==> src/rtl/std_wrr_arbiter.sv <==
// Weighted round-robin arbiter: one-hot registered grant held for a
// per-requester quota of acked beats, fair rotation between grants.
module std_wrr_arbiter #(
    parameter int N  = 4,
    parameter int QW = 4,
    localparam int IW = (N > 1) ? $clog2(N) : 1
) (
    input  logic            i_clk,
    input  logic            i_rst,
    input  logic            i_clear,
    input  logic [N-1:0]    i_req,
    input  logic [N*QW-1:0] i_weight,
    input  logic            i_ack,
    output logic [N-1:0]    o_grant,
    output logic            o_grant_valid,
    output logic [IW-1:0]   o_grant_index,
    output logic [QW-1:0]   o_remaining,
    output logic            o_last
);

    typedef enum logic {
        IDLE,
        GRANT
    } state_t;

    state_t        state_q, state_d;
    logic [N-1:0]  grant_q, grant_d;
    logic [IW-1:0] idx_q, idx_d;
    logic [IW-1:0] ptr_q, ptr_d;
    logic [QW-1:0] rem_q, rem_d;

    logic [IW-1:0]  idx_succ;
    logic [IW-1:0]  scan_base;
    logic [2*N-1:0] req_rot;
    logic           win_found;
    logic [IW-1:0]  win_idx;
    logic [IW:0]    win_sum;
    logic [QW-1:0]  win_weight;
    logic [QW-1:0]  win_load;
    logic [N-1:0]   win_onehot;
    logic           cur_req;
    logic           rem_one;
    logic           release_now;

    assign idx_succ = (int'(idx_q) == N - 1) ? '0 : idx_q + 1'b1;

    // In GRANT the scan starts after the holder, so it wins only when alone.
    assign scan_base = (state_q == GRANT) ? idx_succ : ptr_q;
    assign req_rot   = {i_req, i_req} >> scan_base;

    always_comb begin
        win_found = 1'b0;
        win_idx   = '0;
        win_sum   = '0;
        for (int i = 0; i < N; i++) begin
            if (!win_found && req_rot[i]) begin
                win_found = 1'b1;
                win_sum   = {1'b0, scan_base} + (IW+1)'(i);
                if (win_sum >= (IW+1)'(N)) begin
                    win_sum = win_sum - (IW+1)'(N);
                end
                win_idx = win_sum[IW-1:0];
            end
        end
    end

    always_comb begin
        win_weight = '0;
        win_onehot = '0;
        for (int k = 0; k < N; k++) begin
            if (win_idx == IW'(k)) begin
                win_weight    = i_weight[k*QW +: QW];
                win_onehot[k] = 1'b1;
            end
        end
    end

    // A zero quota still buys one beat.
    assign win_load = (win_weight == '0) ? QW'(1) : win_weight;

    assign cur_req     = |(i_req & grant_q);
    assign rem_one     = (rem_q == QW'(1));
    assign release_now = (i_ack && rem_one) || !cur_req;

    always_comb begin
        state_d = state_q;
        grant_d = grant_q;
        idx_d   = idx_q;
        ptr_d   = ptr_q;
        rem_d   = rem_q;
        if (i_clear) begin
            state_d = IDLE;
            grant_d = '0;
            ptr_d   = '0;
            rem_d   = '0;
        end else begin
            unique case (state_q)
                IDLE: begin
                    if (win_found) begin
                        state_d = GRANT;
                        grant_d = win_onehot;
                        idx_d   = win_idx;
                        rem_d   = win_load;
                    end
                end
                GRANT: begin
                    if (release_now) begin
                        ptr_d = idx_succ;
                        if (win_found) begin
                            grant_d = win_onehot;
                            idx_d   = win_idx;
                            rem_d   = win_load;
                        end else begin
                            state_d = IDLE;
                            grant_d = '0;
                            rem_d   = '0;
                        end
                    end else if (i_ack) begin
                        rem_d = rem_q - 1'b1;
                    end
                end
                default: begin
                    state_d = IDLE;
                    grant_d = '0;
                    rem_d   = '0;
                end
            endcase
        end
    end

    always_ff @(posedge i_clk or negedge i_rst) begin
        if (!i_rst) begin
            state_q <= IDLE;
            grant_q <= '0;
            idx_q   <= '0;
            ptr_q   <= '0;
            rem_q   <= '0;
        end else begin
            state_q <= state_d;
            grant_q <= grant_d;
            idx_q   <= idx_d;
            ptr_q   <= ptr_d;
            rem_q   <= rem_d;
        end
    end

    assign o_grant       = grant_q;
    assign o_grant_valid = (state_q == GRANT);
    assign o_grant_index = idx_q;
    assign o_remaining   = rem_q;
    assign o_last        = o_grant_valid && rem_one;

endmodule
==> config.mk <==
export PLATFORM = sky130hd
export DESIGN_NAME = std_wrr_arbiter
export DESIGN_NICKNAME = d
export VERILOG_FILES = /design/src/rtl/std_wrr_arbiter.sv
export SDC_FILE = /design/constraint.sdc
export NUM_CORES = 1
export LEC_CHECK = 0
export CAP_MARGIN = 30
export CORE_MARGIN = 1.5
export CORE_UTILIZATION = 25
export CTS_CLUSTER_DIAMETER = 30
export DETAILED_ROUTE_END_ITERATION = 8
export PLACE_DENSITY = 0.47
export SLEW_MARGIN = 20
export SYNTH_ARGS = -nofsm -noshare
export SYNTH_HDL_FRONTEND = slang
export SYNTH_SLANG_ARGS = --single-unit
==> constraint.sdc <==
create_clock -name i_clk -period 7.8 [get_ports i_clk]
set_clock_uncertainty 0.15 [all_clocks]
set_input_delay 2.34 -clock i_clk [delete_from_list [all_inputs] [get_ports i_clk]]
set_output_delay 2.34 -clock i_clk [all_outputs]
set_load 0.02 [all_outputs]
==> impl_metrics.csv <==
group,metric,value,unit
sta,slew_violations,0,
synth,yosysSeqAreaShare,30.5,%
power_and_ir_drop,p_int,263,µW
critical_path,crit_arrival,4.75,ns
synth,synth_area_leader_cell,"dfrtp_1",
hold_path,hold_path.class,"flop to flop",
critical_path,critical_path_class,"input port to flop",
synth,ys_warn_count,0,
critical_path,path_max_fanout,12,
sta,worstMarginPinSlew,0.833,ns
cells_and_area,nFillCells,406,
die,die_w,68.3,µm
clock_network,numCtsBuffers,3,
power_and_ir_drop,power_frac_seq,26.8,%
synth,synth-edff-count,0,
synth,yosys-top-cells-area,"dfrtp_1 (31%), mux2i_1 (12%), nor2_1 (3.9%)",
placement,dp_cells,194,
status,outcome,"complete, no violations",
routing,drc_errors,0,
clock_network,clock_latency,0.24,ns
critical_path,end_kind,"flop",
sta,setup_tns,0,ns
power_and_ir_drop,power.share.switching,42.1,%
die,initial_utilization,26.3,%
die,rows,23,
global_route,antenna_found_initial,0,
synth,synth_seq_cells,13,
clock_network,ctsResizeCount,0,
routing,via_count,945,
placement,portBuffers,35,
clock_network,path_clk_slew,0.06,ns
critical_path,critPathLaunchType,"input port",
critical_path,cp.required,7.82,ns
routing,drt_iter0_drc,18,
synth,synth_cell_types,38,
synth,synth_area,1070,µm²
synth,syn_inst,112,
routing,routed_wirelength,2700,µm
sta,slew_headroom,44.0,%
clock_network,root_buffer,"clkbuf_8",
global_route,grt_overflow,0,
cells_and_area,nNetsFinal,176,
sta,setup_viol_count_final,0,
power_and_ir_drop,power_switching,191,µW
synth,yosysTopAreaCellShare,30.5,%
sta,final_hold_viol_count,0,
routing,vias_per_cell,4.77,
global_route,grt_pass1_wl,4560,µm
die,coreArea,4060,µm²
power_and_ir_drop,power.density,302,nW/µm²
global_route,grt_pass1_vias,957,
die,pin_count,36,
power_and_ir_drop,vdd_drop_max,0.0769,mV
clock_network,cts_tree,"built",
die,die_h,68.3,µm
synth,ys_top_cells_by_count,"dfrtp_1 (13), mux2i_1 (13), nor2_1 (11)",
synth,synth_nets,139,
power_and_ir_drop,combinationalPowerShare,59.7,%
cells_and_area,fin_cells,198,
flow_run,maxCapViolCount,0,
sta,finalCritPeriodShare,60.7,%
clock_network,post_cts_buffers,0,
cells_and_area,syn_to_final_growth,41.2,%
routing,first_pass_iters,4,
die,die-area,4660,µm²
sta,final.min_clock_period,4.73,ns
clock_network,h-tree-depth,1,
power_and_ir_drop,pwr-share-clk,13.5,%
placement,gp_congestion,0.786,
power_and_ir_drop,power.leakage,0.000607,µW
synth,syn_area_per_cell,9.52,µm²
global_route,grt_start_max_net_pins,15,
synth,ys.flop_type,"dfrtp_1",
clock_network,cts_buffer_depth,2,
sta,fmax,0.211,GHz
routing,routedWlPerCell,13.6,µm
cells_and_area,drive_gt1_share,8.78,%
cells_and_area,antenna_cells,0,
clock_network,hold_buffers,0,
synth,async_flop_share,100,%
placement,dp_hpwl,2190,µm
global_route,grt_usage,13.3,%
clock_network,cts_sinks,13,
sta,rsz0062_at_grt,"false",
routing,antenna_left,0,
## area by class of cell
cell class | instances | area [µm²] | share of cell area, %
Tap cell | 50 | 62.6 | 4.16
Clock buffer | 4 | 45.0 | 2.99
Timing Repair Buffer | 35 | 350 | 23.3
Multi-Input combinational cell | 91 | 703 | 46.7
Sequential cell | 13 | 325 | 21.6
Inverter | 5 | 18.8 | 1.25
## power groups by stage
stage,registers (µW),clock network (µW),logic [µW]
2_1_floorplan,139,0,169
3_3_place_gp,123,0,272
3_5_place_dp,123,0,273
4_1_cts,121,64.2,275
5_1_grt,126,68.1,299
6_report,122,61.4,271
## final timing paths
kind,slack (ns),cells past startpoint,end,from
worst max-delay path,3.07,8,o_remaining[0]$_DFFE_PN0P_,i_req[1]
min in group asynchronous,2.34,1,ptr_q[0]$_DFFE_PN0P_,i_rst
max in group asynchronous,4.75,1,o_grant[0]$_DFFE_PN0P_,i_rst
worst max register to register,4.72,7,o_remaining[0]$_DFFE_PN0P_,o_grant_valid$_DFF_PN0_
worst min register to register,0.37,2,o_grant[2]$_DFFE_PN0P_,o_grant[2]$_DFFE_PN0P_
worst min-delay path,0.37,2,o_grant[2]$_DFFE_PN0P_,o_grant[2]$_DFFE_PN0P_
## critical path: stages
cell and delay, ns:
clkdlybuf4s50_1 0.61, nand2b_1 0.14, mux2i_1 0.10, nor4_4 0.72
mux2i_1 0.26, mux2i_1 0.13, o31ai_1 0.30, o2bb2ai_1 0.15
## metal layers
metal	up-vias	share of wire (%)	track usage [%]
li1	481	-	-
met1	438	46	17.4
met2	24	49	21.8
met3	2	3.7	1.32
met4	0	1.0	6.00
met5	-	0	0
## flip-flops by register name, indices dropped and copies added, names as in the netlist
| register | flops |
|---|---|
| o_grant_index | 2 |
| ptr_q | 2 |
| o_grant_valid | 1 |
| o_grant | 4 |
| o_remaining | 4 |
## stage by stage
stage / setup slack (ns) / power (µW) / area, µm² / utilization (%) / hold WS (ns)
global placement: 2.88 / 395 / 1460 / 36.0 / 0.366
finish: 3.07 / 454 / 1510 / 37.1 / 0.374
global route: 2.84 / 493 / 1510 / 37.1 / 0.407
detailed placement: 2.77 / 396 / 1460 / 36.0 / 0.362
floorplan: 3.80 / 307 / 1070 / - / 0.346
CTS: 3.03 / 460 / 1510 / 37.1 / 0.382
## placed cells by master (no fill, tap or decap), drive strengths merged, types with 3 or more instances in the layout
cell type / instances
nand2b: 6
mux2i: 14
clkbuf: 4
clkdlybuf4s50: 35
o21ai: 8
nor2: 11
inv: 5
ha: 3
a21oi: 6
dfrtp: 13
nand2: 8
nor3b: 3
nor2b: 3
## logic make-up (layout without fill, tap and decap cells)
group	after synthesis	in the layout	synth area share, %
DFF	13	13	30.5
muxes	16	16	16.4
buffers and inverters	8	44	3.52
AOI/OAI and AO/OA	25	25	16.7
and+or+nand+nor	45	45	27.7
adders and majority gates	3	3	3.52
xor gates and xnor gates	2	2	1.64
Power figures use the tool's default switching activity.
